--- src/rtl/id_ex_stage_if.sv ---
// Signal bundle between the ID stage, the forwarding sources and the ID/EX stage.
// The master side drives ID fields and forwarding sources; the slave is the stage.
interface id_ex_stage_if #(
    parameter int W  = 32,
    parameter int RW = 5
);
    logic          stall;
    logic          flush;
    logic          id_valid;
    logic [W-1:0]  id_pc;
    logic [W-1:0]  id_rs_data;
    logic [W-1:0]  id_rt_data;
    logic [W-1:0]  id_imm32;
    logic [RW-1:0] id_rs;
    logic [RW-1:0] id_rt;
    logic [RW-1:0] id_rd;
    logic [4:0]    id_shamt;
    logic [4:0]    id_aluctrl;
    logic          id_alusrc;
    logic          id_regdst;
    logic          id_regwrite;
    logic          id_memread;
    logic          id_memwrite;
    logic          id_memtoreg;
    logic          exmem_regwrite;
    logic [RW-1:0] exmem_rd;
    logic [W-1:0]  exmem_result;
    logic          memwb_regwrite;
    logic [RW-1:0] memwb_rd;
    logic [W-1:0]  memwb_result;
    logic          load_use;
    logic          ex_valid;
    logic [W-1:0]  ex_pc;
    logic [W-1:0]  ex_data1;
    logic [W-1:0]  ex_data2;
    logic [W-1:0]  ex_store_data;
    logic [4:0]    ex_aluctrl;
    logic [4:0]    ex_shamt;
    logic [RW-1:0] ex_wreg;
    logic          ex_regwrite;
    logic          ex_memread;
    logic          ex_memwrite;
    logic          ex_memtoreg;

    modport master (
        output stall, flush, id_valid, id_pc, id_rs_data, id_rt_data, id_imm32,
               id_rs, id_rt, id_rd, id_shamt, id_aluctrl, id_alusrc, id_regdst,
               id_regwrite, id_memread, id_memwrite, id_memtoreg,
               exmem_regwrite, exmem_rd, exmem_result,
               memwb_regwrite, memwb_rd, memwb_result,
        input  load_use, ex_valid, ex_pc, ex_data1, ex_data2, ex_store_data,
               ex_aluctrl, ex_shamt, ex_wreg, ex_regwrite, ex_memread,
               ex_memwrite, ex_memtoreg
    );

    modport slave (
        input  stall, flush, id_valid, id_pc, id_rs_data, id_rt_data, id_imm32,
               id_rs, id_rt, id_rd, id_shamt, id_aluctrl, id_alusrc, id_regdst,
               id_regwrite, id_memread, id_memwrite, id_memtoreg,
               exmem_regwrite, exmem_rd, exmem_result,
               memwb_regwrite, memwb_rd, memwb_result,
        output load_use, ex_valid, ex_pc, ex_data1, ex_data2, ex_store_data,
               ex_aluctrl, ex_shamt, ex_wreg, ex_regwrite, ex_memread,
               ex_memwrite, ex_memtoreg
    );
endinterface

--- src/rtl/id_ex_stage.sv ---
// ID/EX pipeline register with EX/MEM and MEM/WB operand forwarding and
// load-use bubble insertion, feeding the ALU directly.
module id_ex_stage #(
    parameter int W  = 32,
    parameter int RW = 5
) (
    input  logic         clk,
    input  logic         rst,
    id_ex_stage_if.slave bus
);
    typedef struct packed {
        logic          valid;
        logic [W-1:0]  pc;
        logic [RW-1:0] rs;
        logic [RW-1:0] rt;
        logic [RW-1:0] wreg;
        logic [W-1:0]  rs_data;
        logic [W-1:0]  rt_data;
        logic [W-1:0]  imm;
        logic          alusrc;
        logic [4:0]    aluctrl;
        logic [4:0]    shamt;
        logic          regwrite;
        logic          memread;
        logic          memwrite;
        logic          memtoreg;
    } ex_state_t;

    ex_state_t state_q;
    ex_state_t state_d;
    logic      load_use;

    // rt is compared even for I-type; a false hazard only costs one bubble.
    always_comb begin
        load_use = state_q.valid && state_q.memread && (state_q.wreg != '0) &&
                   bus.id_valid &&
                   ((state_q.wreg == bus.id_rs) || (state_q.wreg == bus.id_rt));
    end

    always_comb begin
        state_d = state_q;
        if (bus.stall) begin
            state_d = state_q;
        end else if (bus.flush || load_use) begin
            state_d = '0;
        end else begin
            state_d.valid    = bus.id_valid;
            state_d.pc       = bus.id_pc;
            state_d.rs       = bus.id_rs;
            state_d.rt       = bus.id_rt;
            state_d.wreg     = bus.id_regdst ? bus.id_rd : bus.id_rt;
            state_d.rs_data  = bus.id_rs_data;
            state_d.rt_data  = bus.id_rt_data;
            state_d.imm      = bus.id_imm32;
            state_d.alusrc   = bus.id_alusrc;
            state_d.aluctrl  = bus.id_aluctrl;
            state_d.shamt    = bus.id_shamt;
            state_d.regwrite = bus.id_valid & bus.id_regwrite;
            state_d.memread  = bus.id_valid & bus.id_memread;
            state_d.memwrite = bus.id_valid & bus.id_memwrite;
            state_d.memtoreg = bus.id_valid & bus.id_memtoreg;
        end
    end

    always_ff @(posedge clk) begin
        if (rst) begin
            state_q <= '0;
        end else begin
            state_q <= state_d;
        end
    end

    // Operand 0 is rs, operand 1 is rt; the younger EX/MEM result wins.
    logic [RW-1:0] src_idx [2];
    logic [W-1:0]  src_raw [2];
    logic [W-1:0]  src_fwd [2];

    assign src_idx[0] = state_q.rs;
    assign src_idx[1] = state_q.rt;
    assign src_raw[0] = state_q.rs_data;
    assign src_raw[1] = state_q.rt_data;

    generate
        for (genvar gi = 0; gi < 2; gi++) begin : g_fwd
            assign src_fwd[gi] =
                (src_idx[gi] == '0) ? src_raw[gi] :
                (bus.exmem_regwrite && (bus.exmem_rd == src_idx[gi])) ? bus.exmem_result :
                (bus.memwb_regwrite && (bus.memwb_rd == src_idx[gi])) ? bus.memwb_result :
                src_raw[gi];
        end
    endgenerate

    assign bus.load_use      = load_use;
    assign bus.ex_valid      = state_q.valid;
    assign bus.ex_pc         = state_q.pc;
    assign bus.ex_data1      = src_fwd[0];
    assign bus.ex_data2      = state_q.alusrc ? state_q.imm : src_fwd[1];
    assign bus.ex_store_data = src_fwd[1];
    assign bus.ex_aluctrl    = state_q.aluctrl;
    assign bus.ex_shamt      = state_q.shamt;
    assign bus.ex_wreg       = state_q.wreg;
    assign bus.ex_regwrite   = state_q.regwrite;
    assign bus.ex_memread    = state_q.memread;
    assign bus.ex_memwrite   = state_q.memwrite;
    assign bus.ex_memtoreg   = state_q.memtoreg;
endmodule

--- src/flat_wrapper.sv ---
// flat-port wrapper written by rule: the top's interface ports become plain ports
module id_ex_stage_flat 
#(
    parameter int W  = 32,
    parameter int RW = 5
)
  (clk, rst, bus_stall, bus_flush, bus_id_valid, bus_id_pc, bus_id_rs_data, bus_id_rt_data, bus_id_imm32, bus_id_rs, bus_id_rt, bus_id_rd, bus_id_shamt, bus_id_aluctrl, bus_id_alusrc, bus_id_regdst, bus_id_regwrite, bus_id_memread, bus_id_memwrite, bus_id_memtoreg, bus_exmem_regwrite, bus_exmem_rd, bus_exmem_result, bus_memwb_regwrite, bus_memwb_rd, bus_memwb_result, bus_load_use, bus_ex_valid, bus_ex_pc, bus_ex_data1, bus_ex_data2, bus_ex_store_data, bus_ex_aluctrl, bus_ex_shamt, bus_ex_wreg, bus_ex_regwrite, bus_ex_memread, bus_ex_memwrite, bus_ex_memtoreg);
  id_ex_stage_if #(.W(W), .RW(RW)) bus_i ();
  input  logic clk;
  input  logic rst;
  input wire logic [$bits(bus_i.stall)-1:0] bus_stall;
  input wire logic [$bits(bus_i.flush)-1:0] bus_flush;
  input wire logic [$bits(bus_i.id_valid)-1:0] bus_id_valid;
  input wire logic [$bits(bus_i.id_pc)-1:0] bus_id_pc;
  input wire logic [$bits(bus_i.id_rs_data)-1:0] bus_id_rs_data;
  input wire logic [$bits(bus_i.id_rt_data)-1:0] bus_id_rt_data;
  input wire logic [$bits(bus_i.id_imm32)-1:0] bus_id_imm32;
  input wire logic [$bits(bus_i.id_rs)-1:0] bus_id_rs;
  input wire logic [$bits(bus_i.id_rt)-1:0] bus_id_rt;
  input wire logic [$bits(bus_i.id_rd)-1:0] bus_id_rd;
  input wire logic [$bits(bus_i.id_shamt)-1:0] bus_id_shamt;
  input wire logic [$bits(bus_i.id_aluctrl)-1:0] bus_id_aluctrl;
  input wire logic [$bits(bus_i.id_alusrc)-1:0] bus_id_alusrc;
  input wire logic [$bits(bus_i.id_regdst)-1:0] bus_id_regdst;
  input wire logic [$bits(bus_i.id_regwrite)-1:0] bus_id_regwrite;
  input wire logic [$bits(bus_i.id_memread)-1:0] bus_id_memread;
  input wire logic [$bits(bus_i.id_memwrite)-1:0] bus_id_memwrite;
  input wire logic [$bits(bus_i.id_memtoreg)-1:0] bus_id_memtoreg;
  input wire logic [$bits(bus_i.exmem_regwrite)-1:0] bus_exmem_regwrite;
  input wire logic [$bits(bus_i.exmem_rd)-1:0] bus_exmem_rd;
  input wire logic [$bits(bus_i.exmem_result)-1:0] bus_exmem_result;
  input wire logic [$bits(bus_i.memwb_regwrite)-1:0] bus_memwb_regwrite;
  input wire logic [$bits(bus_i.memwb_rd)-1:0] bus_memwb_rd;
  input wire logic [$bits(bus_i.memwb_result)-1:0] bus_memwb_result;
  output wire logic [$bits(bus_i.load_use)-1:0] bus_load_use;
  output wire logic [$bits(bus_i.ex_valid)-1:0] bus_ex_valid;
  output wire logic [$bits(bus_i.ex_pc)-1:0] bus_ex_pc;
  output wire logic [$bits(bus_i.ex_data1)-1:0] bus_ex_data1;
  output wire logic [$bits(bus_i.ex_data2)-1:0] bus_ex_data2;
  output wire logic [$bits(bus_i.ex_store_data)-1:0] bus_ex_store_data;
  output wire logic [$bits(bus_i.ex_aluctrl)-1:0] bus_ex_aluctrl;
  output wire logic [$bits(bus_i.ex_shamt)-1:0] bus_ex_shamt;
  output wire logic [$bits(bus_i.ex_wreg)-1:0] bus_ex_wreg;
  output wire logic [$bits(bus_i.ex_regwrite)-1:0] bus_ex_regwrite;
  output wire logic [$bits(bus_i.ex_memread)-1:0] bus_ex_memread;
  output wire logic [$bits(bus_i.ex_memwrite)-1:0] bus_ex_memwrite;
  output wire logic [$bits(bus_i.ex_memtoreg)-1:0] bus_ex_memtoreg;
  assign bus_i.stall = bus_stall;
  assign bus_i.flush = bus_flush;
  assign bus_i.id_valid = bus_id_valid;
  assign bus_i.id_pc = bus_id_pc;
  assign bus_i.id_rs_data = bus_id_rs_data;
  assign bus_i.id_rt_data = bus_id_rt_data;
  assign bus_i.id_imm32 = bus_id_imm32;
  assign bus_i.id_rs = bus_id_rs;
  assign bus_i.id_rt = bus_id_rt;
  assign bus_i.id_rd = bus_id_rd;
  assign bus_i.id_shamt = bus_id_shamt;
  assign bus_i.id_aluctrl = bus_id_aluctrl;
  assign bus_i.id_alusrc = bus_id_alusrc;
  assign bus_i.id_regdst = bus_id_regdst;
  assign bus_i.id_regwrite = bus_id_regwrite;
  assign bus_i.id_memread = bus_id_memread;
  assign bus_i.id_memwrite = bus_id_memwrite;
  assign bus_i.id_memtoreg = bus_id_memtoreg;
  assign bus_i.exmem_regwrite = bus_exmem_regwrite;
  assign bus_i.exmem_rd = bus_exmem_rd;
  assign bus_i.exmem_result = bus_exmem_result;
  assign bus_i.memwb_regwrite = bus_memwb_regwrite;
  assign bus_i.memwb_rd = bus_memwb_rd;
  assign bus_i.memwb_result = bus_memwb_result;
  assign bus_load_use = bus_i.load_use;
  assign bus_ex_valid = bus_i.ex_valid;
  assign bus_ex_pc = bus_i.ex_pc;
  assign bus_ex_data1 = bus_i.ex_data1;
  assign bus_ex_data2 = bus_i.ex_data2;
  assign bus_ex_store_data = bus_i.ex_store_data;
  assign bus_ex_aluctrl = bus_i.ex_aluctrl;
  assign bus_ex_shamt = bus_i.ex_shamt;
  assign bus_ex_wreg = bus_i.ex_wreg;
  assign bus_ex_regwrite = bus_i.ex_regwrite;
  assign bus_ex_memread = bus_i.ex_memread;
  assign bus_ex_memwrite = bus_i.ex_memwrite;
  assign bus_ex_memtoreg = bus_i.ex_memtoreg;
  id_ex_stage #(.W(W), .RW(RW)) u_core (.clk(clk), .rst(rst), .bus(bus_i));
endmodule
--- config.mk ---
export PLATFORM = sky130hd
export DESIGN_NAME = id_ex_stage_flat
export DESIGN_NICKNAME = d
export VERILOG_FILES = /design/src/rtl/id_ex_stage_if.sv /design/src/rtl/id_ex_stage.sv /design/src/flat_wrapper.sv
export SDC_FILE = /design/constraint.sdc
export NUM_CORES = 1
export LEC_CHECK = 0
export ABC_AREA = 0
export CAP_MARGIN = 20
export CORE_MARGIN = 5
export CORE_UTILIZATION = 31
export CTS_CLUSTER_DIAMETER = 30
export DETAILED_ROUTE_END_ITERATION = 8
export PLACE_DENSITY_LB_ADDON = 0.25
export SYNTH_ARGS = -nofsm -noshare
export SYNTH_HDL_FRONTEND = slang
export SYNTH_SLANG_ARGS = --single-unit
--- constraint.sdc ---
create_clock -name clk -period 4.1 [get_ports clk]
set_input_delay 1.23 -clock clk [delete_from_list [all_inputs] [get_ports clk]]
set_output_delay 1.23 -clock clk [all_outputs]
set_load 0.005 [all_outputs]
==> run_results.csv <==
group,metric,value,unit
routing,vias_per_cell,5.43,
worst_setup_path,r2r_start,"u_core.bus.ex_wreg[4]$_SDFFE_PP0N_",
place,place_ws,-0.870,ns
routing,dr.pass1.iters,5,
routing,wl_per_cell,24.8,um
yosys,ys_seq_area_share,39.2,%
power,ir_drop,0.000255,V
routing,wl_met3,3.21,mm
routing,wl_met2,17.9,mm
routing,drc_errors,0,
worst_setup_path,cp.required,2.87,ns
worst_setup_path,crit_slowest_cell,"mux2_2",
yosys,netlist_area,8120,sq um
yosys,synth-edff-count,0,
yosys,yosysTopAreaCell,"dfxtp_1",
cells_and_area,fillers,2375,
timing,tightest_slew,0.889,ns
worst_setup_path,critPathLaunchType,"input pin",
power,p_leak,5.65,nW
yosys,synth_top_area_share,39.2,%
clock_tree,cts_tree,"built",
clock_tree,cts-hold-fix-buffers,0,
worst_setup_path,crit_type,"input pin to output pin",
routing,final_antenna_net_count,0,
grt,grt_first_pass_wirelength,56.1,mm
yosys,synth_area_leaders,"dfxtp_1, a22o_1, mux2_2",
yosys,syn-num-nets,1114,
grt,grt_use_total,25.3,%
cells_and_area,syn_to_final_growth,70.1,%
clock_tree,clkLatencyLatePin,0.42,ns
worst_setup_path,path_max_fanout,3,
worst_setup_path,end_kind,"output pin",
floorplan,die_w,172,um
worst_setup_path,r2r_end,"u_core.src_raw[45]$_SDFFE_PP0N_",
place,place_congestion,0.983,
yosys,synth_ff_type,"dfxtp_1",
yosys,ys_ff_latch,159,
floorplan,dieArea,29500,sq um
place,dp_hpwl,27.2,mm
timing,finalCriticalPeriod,4.24,ns
worst_setup_path,cp-startpoint,"bus_exmem_rd[2]",
cells_and_area,layout-drive-gt1-share,27.8,%
yosys,synth.distinct_cells,30,
timing,fmax,0.236,GHz
timing,rsz0062_at_grt,"yes",
grt,gr-total-overflow,0,
floorplan,die_h,172,um
timing,relSlewSlack,40.7,%
outcome,violations,"setup timing",
cells_and_area,nNetsFinal,1499,
cells_and_area,multi_input_area,4480,sq um
worst_setup_path,arrival,3.01,ns
worst_setup_path,crit_path_max_incr_delay,0.34,ns
floorplan,num_rows,59,
timing,setup_slack,-0.139,ns
yosys,synth-async-reset-ratio,0,%
timing,hold_violations,0,
timing,drv_slew,0,
floorplan,core_region_area,25900,sq um
clock_tree,cts-root-buf,"clkbuf_16",
clock_tree,cts_buffer_depth,2,
timing,setup_viol,33,
clock_tree,clock_sinks,159,
min_path,holdPathEnd,"u_core.bus.ex_regwrite$_SDFFE_PP0N_",
power,cellPowerDensity,303,nW/um^2
clock_tree,cts_buffers,17,
timing,setup_tns,-2.82,ns
timing,worst_clock_skew,0.0100,ns
run,cap_viol_max_count,0,
grt,grt_pass1_vias,8565,
cells_and_area,instances_no_fill,1612,
grt,antenna_found_initial,4,
timing,min_period_over_period,103,%
yosys,synth_cells,874,
min_path,holdPathStages,1,
place,dpl.cell_count,1538,
yosys,syn_area_per_cell,9.29,sq um
grt,grt_max_degree,78,
cells_and_area,regArea,3180,sq um
worst_setup_path,r2r_cells,8,
place,port_buffers,388,
worst_setup_path,regToRegSetupSlack,1.84,ns
clock_tree,path_clk_slew,0.08,ns
floorplan,start_util,31.3,%
routing,top_layer_used,"met5",
routing,drtIter0Drc,682,
routing,wl_met1,18.0,mm
routing,totalWireLength,40.0,mm
yosys,yosysWarnings,0,
outcome,status,"complete, but fails checks",
cells_and_area,utilization,53.3,%
worst_setup_path,cp_cell_sequence,"buf_8 -> xnor2_2 -> nand4_1 -> buf_4 -> nor2_4 -> buf_6 -> buf_4 -> mux2_2 -> a221o_1 -> buf_6",
floorplan,ioPinCount,389,
clock_tree,htreeDepth,4,
min_path,min_from,"u_core.bus.ex_regwrite$_SDFFE_PP0N_",
min_path,hold_path.class,"flop to flop",
routing,vias,8750,
[repair_timing]
action / in CTS / in global routing
pin swaps: 64 / 25
gates resized for setup: 527 / 27
buffers inserted: 19 / 2
gates cloned: 16 / 2
endpoints found under the setup margin: 97 / 96
[metal layers]
layer,vias to the layer above,GRT usage (%)
met2,416,38.6
met4,4,6.49
met3,53,6.15
li1,4024,-
met1,4253,36.2
met5,-,0
[sequential cells by signal (all words and copies together) (netlist names)]
| register | count |
|---|---|
| u_core.src_idx | 10 |
| u_core.bus.ex_memtoreg | 1 |
| u_core.bus.ex_wreg | 5 |
| u_core.bus.ex_regwrite | 1 |
| u_core.bus.ex_pc | 32 |
| u_core.bus.ex_shamt | 5 |
| u_core.bus.ex_memread | 1 |
| u_core.src_raw | 64 |
| u_core.bus.ex_aluctrl | 5 |
| u_core.bus.ex_memwrite | 1 |
| u_core.state_q | 33 |
| u_core.bus.ex_valid | 1 |
[final cells by class]
class / instances / share of cell area [%]
diodes: 5 / 0.0906
clock inverters: 14 / 1.14
flip-flops and latches: 159 / 23.1
inverters: 63 / 1.71
well taps: 335 / 3.03
clock buffers: 18 / 3.18
repair buffers: 501 / 35.4
multi-input cells: 517 / 32.4
[Yosys cell counts, types with 2 or more instances]
master / instances
dfxtp_1: 159
nor3_1: 34
a221o_1: 31
o221ai_1: 27
nor2_1: 6
and2_1: 2
o22ai_1: 2
a32o_1: 4
nand2b_1: 32
buf_2: 18
nand2_1: 35
a22o_1: 187
xor2_1: 4
nand3_1: 9
nand4_1: 35
inv_1: 63
buf_1: 5
buf_4: 48
clkbuf_1: 64
xnor2_1: 26
o211ai_1: 5
mux2_2: 37
a21oi_1: 34
[cell usage in the layout, fill, tap and decap left out, drive strengths merged, types with 2 or more instances in the layout]
cell / count
inv: 73
o221ai: 27
o22ai: 2
clkbuf: 28
clkinv: 4
mux2: 37
xnor2: 26
o211ai: 5
a221o: 31
nand4: 35
nand2: 35
a21oi: 34
clkdlybuf4s50: 279
buf: 208
nand3: 9
xor2: 4
dlygate4sd2: 3
a22o: 187
diode: 5
dfxtp: 159
a32o: 4
nor2: 6
nand2b: 32
and2: 2
nor3: 34
[worst max-delay path: cells and delay by family]
family / cells / cell delay, ns
xor gates and xnor gates: 1 / 0.12
AOI/OAI and AO/OA: 1 / 0.34
muxes: 1 / 0.34
buffers and inverters: 5 / 0.70
and+or+nand+nor: 2 / 0.27
[power by group]
part / internal (W) / switching, W / total (W)
Clock: 0.000841 / 0.000807 / 0.00165
Sequential: 0.00160 / 0.0000490 / 0.00165
Combinational: 0.000491 / 0.000390 / 0.000881
Total: 0.00294 / 0.00125 / 0.00418
[worst max-delay path by stage]
stage | cells after the start | end | slack [ns]
floorplan | 6 | bus_ex_data2[10] | 0.27
global placement | 9 | bus_ex_data2[8] | -0.86
detailed placement | 9 | bus_ex_data2[8] | -0.87
CTS | 10 | bus_ex_data2[12] | -0.12
global route | 10 | bus_ex_data2[2] | -0.18
finish | 10 | bus_ex_data2[2] | -0.14
[per-stage QoR]
| step | total power, W | cell area (sq um) | hold slack, ns |
|---|---|---|---|
| after floorplan | 0.00200 | 8120 | 0.434 |
| after global placement | 0.00251 | 12500 | 0.448 |
| after detailed placement | 0.00252 | 12500 | 0.453 |
| after CTS | 0.00420 | 13700 | 0.473 |
| after global routing | 0.00434 | 13800 | 0.493 |
| final | 0.00418 | 13800 | 0.471 |
[logic make-up (layout without fill, tap and decap cells)]
| logic type | after synthesis | count (layout) | synth area share [%] |
|---|---|---|---|
| mux | 37 | 37 | 5.13 |
| buf+inv | 198 | 596 | 11.6 |
| xor+xnor | 30 | 30 | 3.23 |
| flops | 159 | 159 | 39.2 |
| compound gates | 293 | 293 | 30.6 |
| simple gates | 157 | 157 | 10.2 |
| other cells | 0 | 5 | 0 |
(Power assumes the default switching activity.)
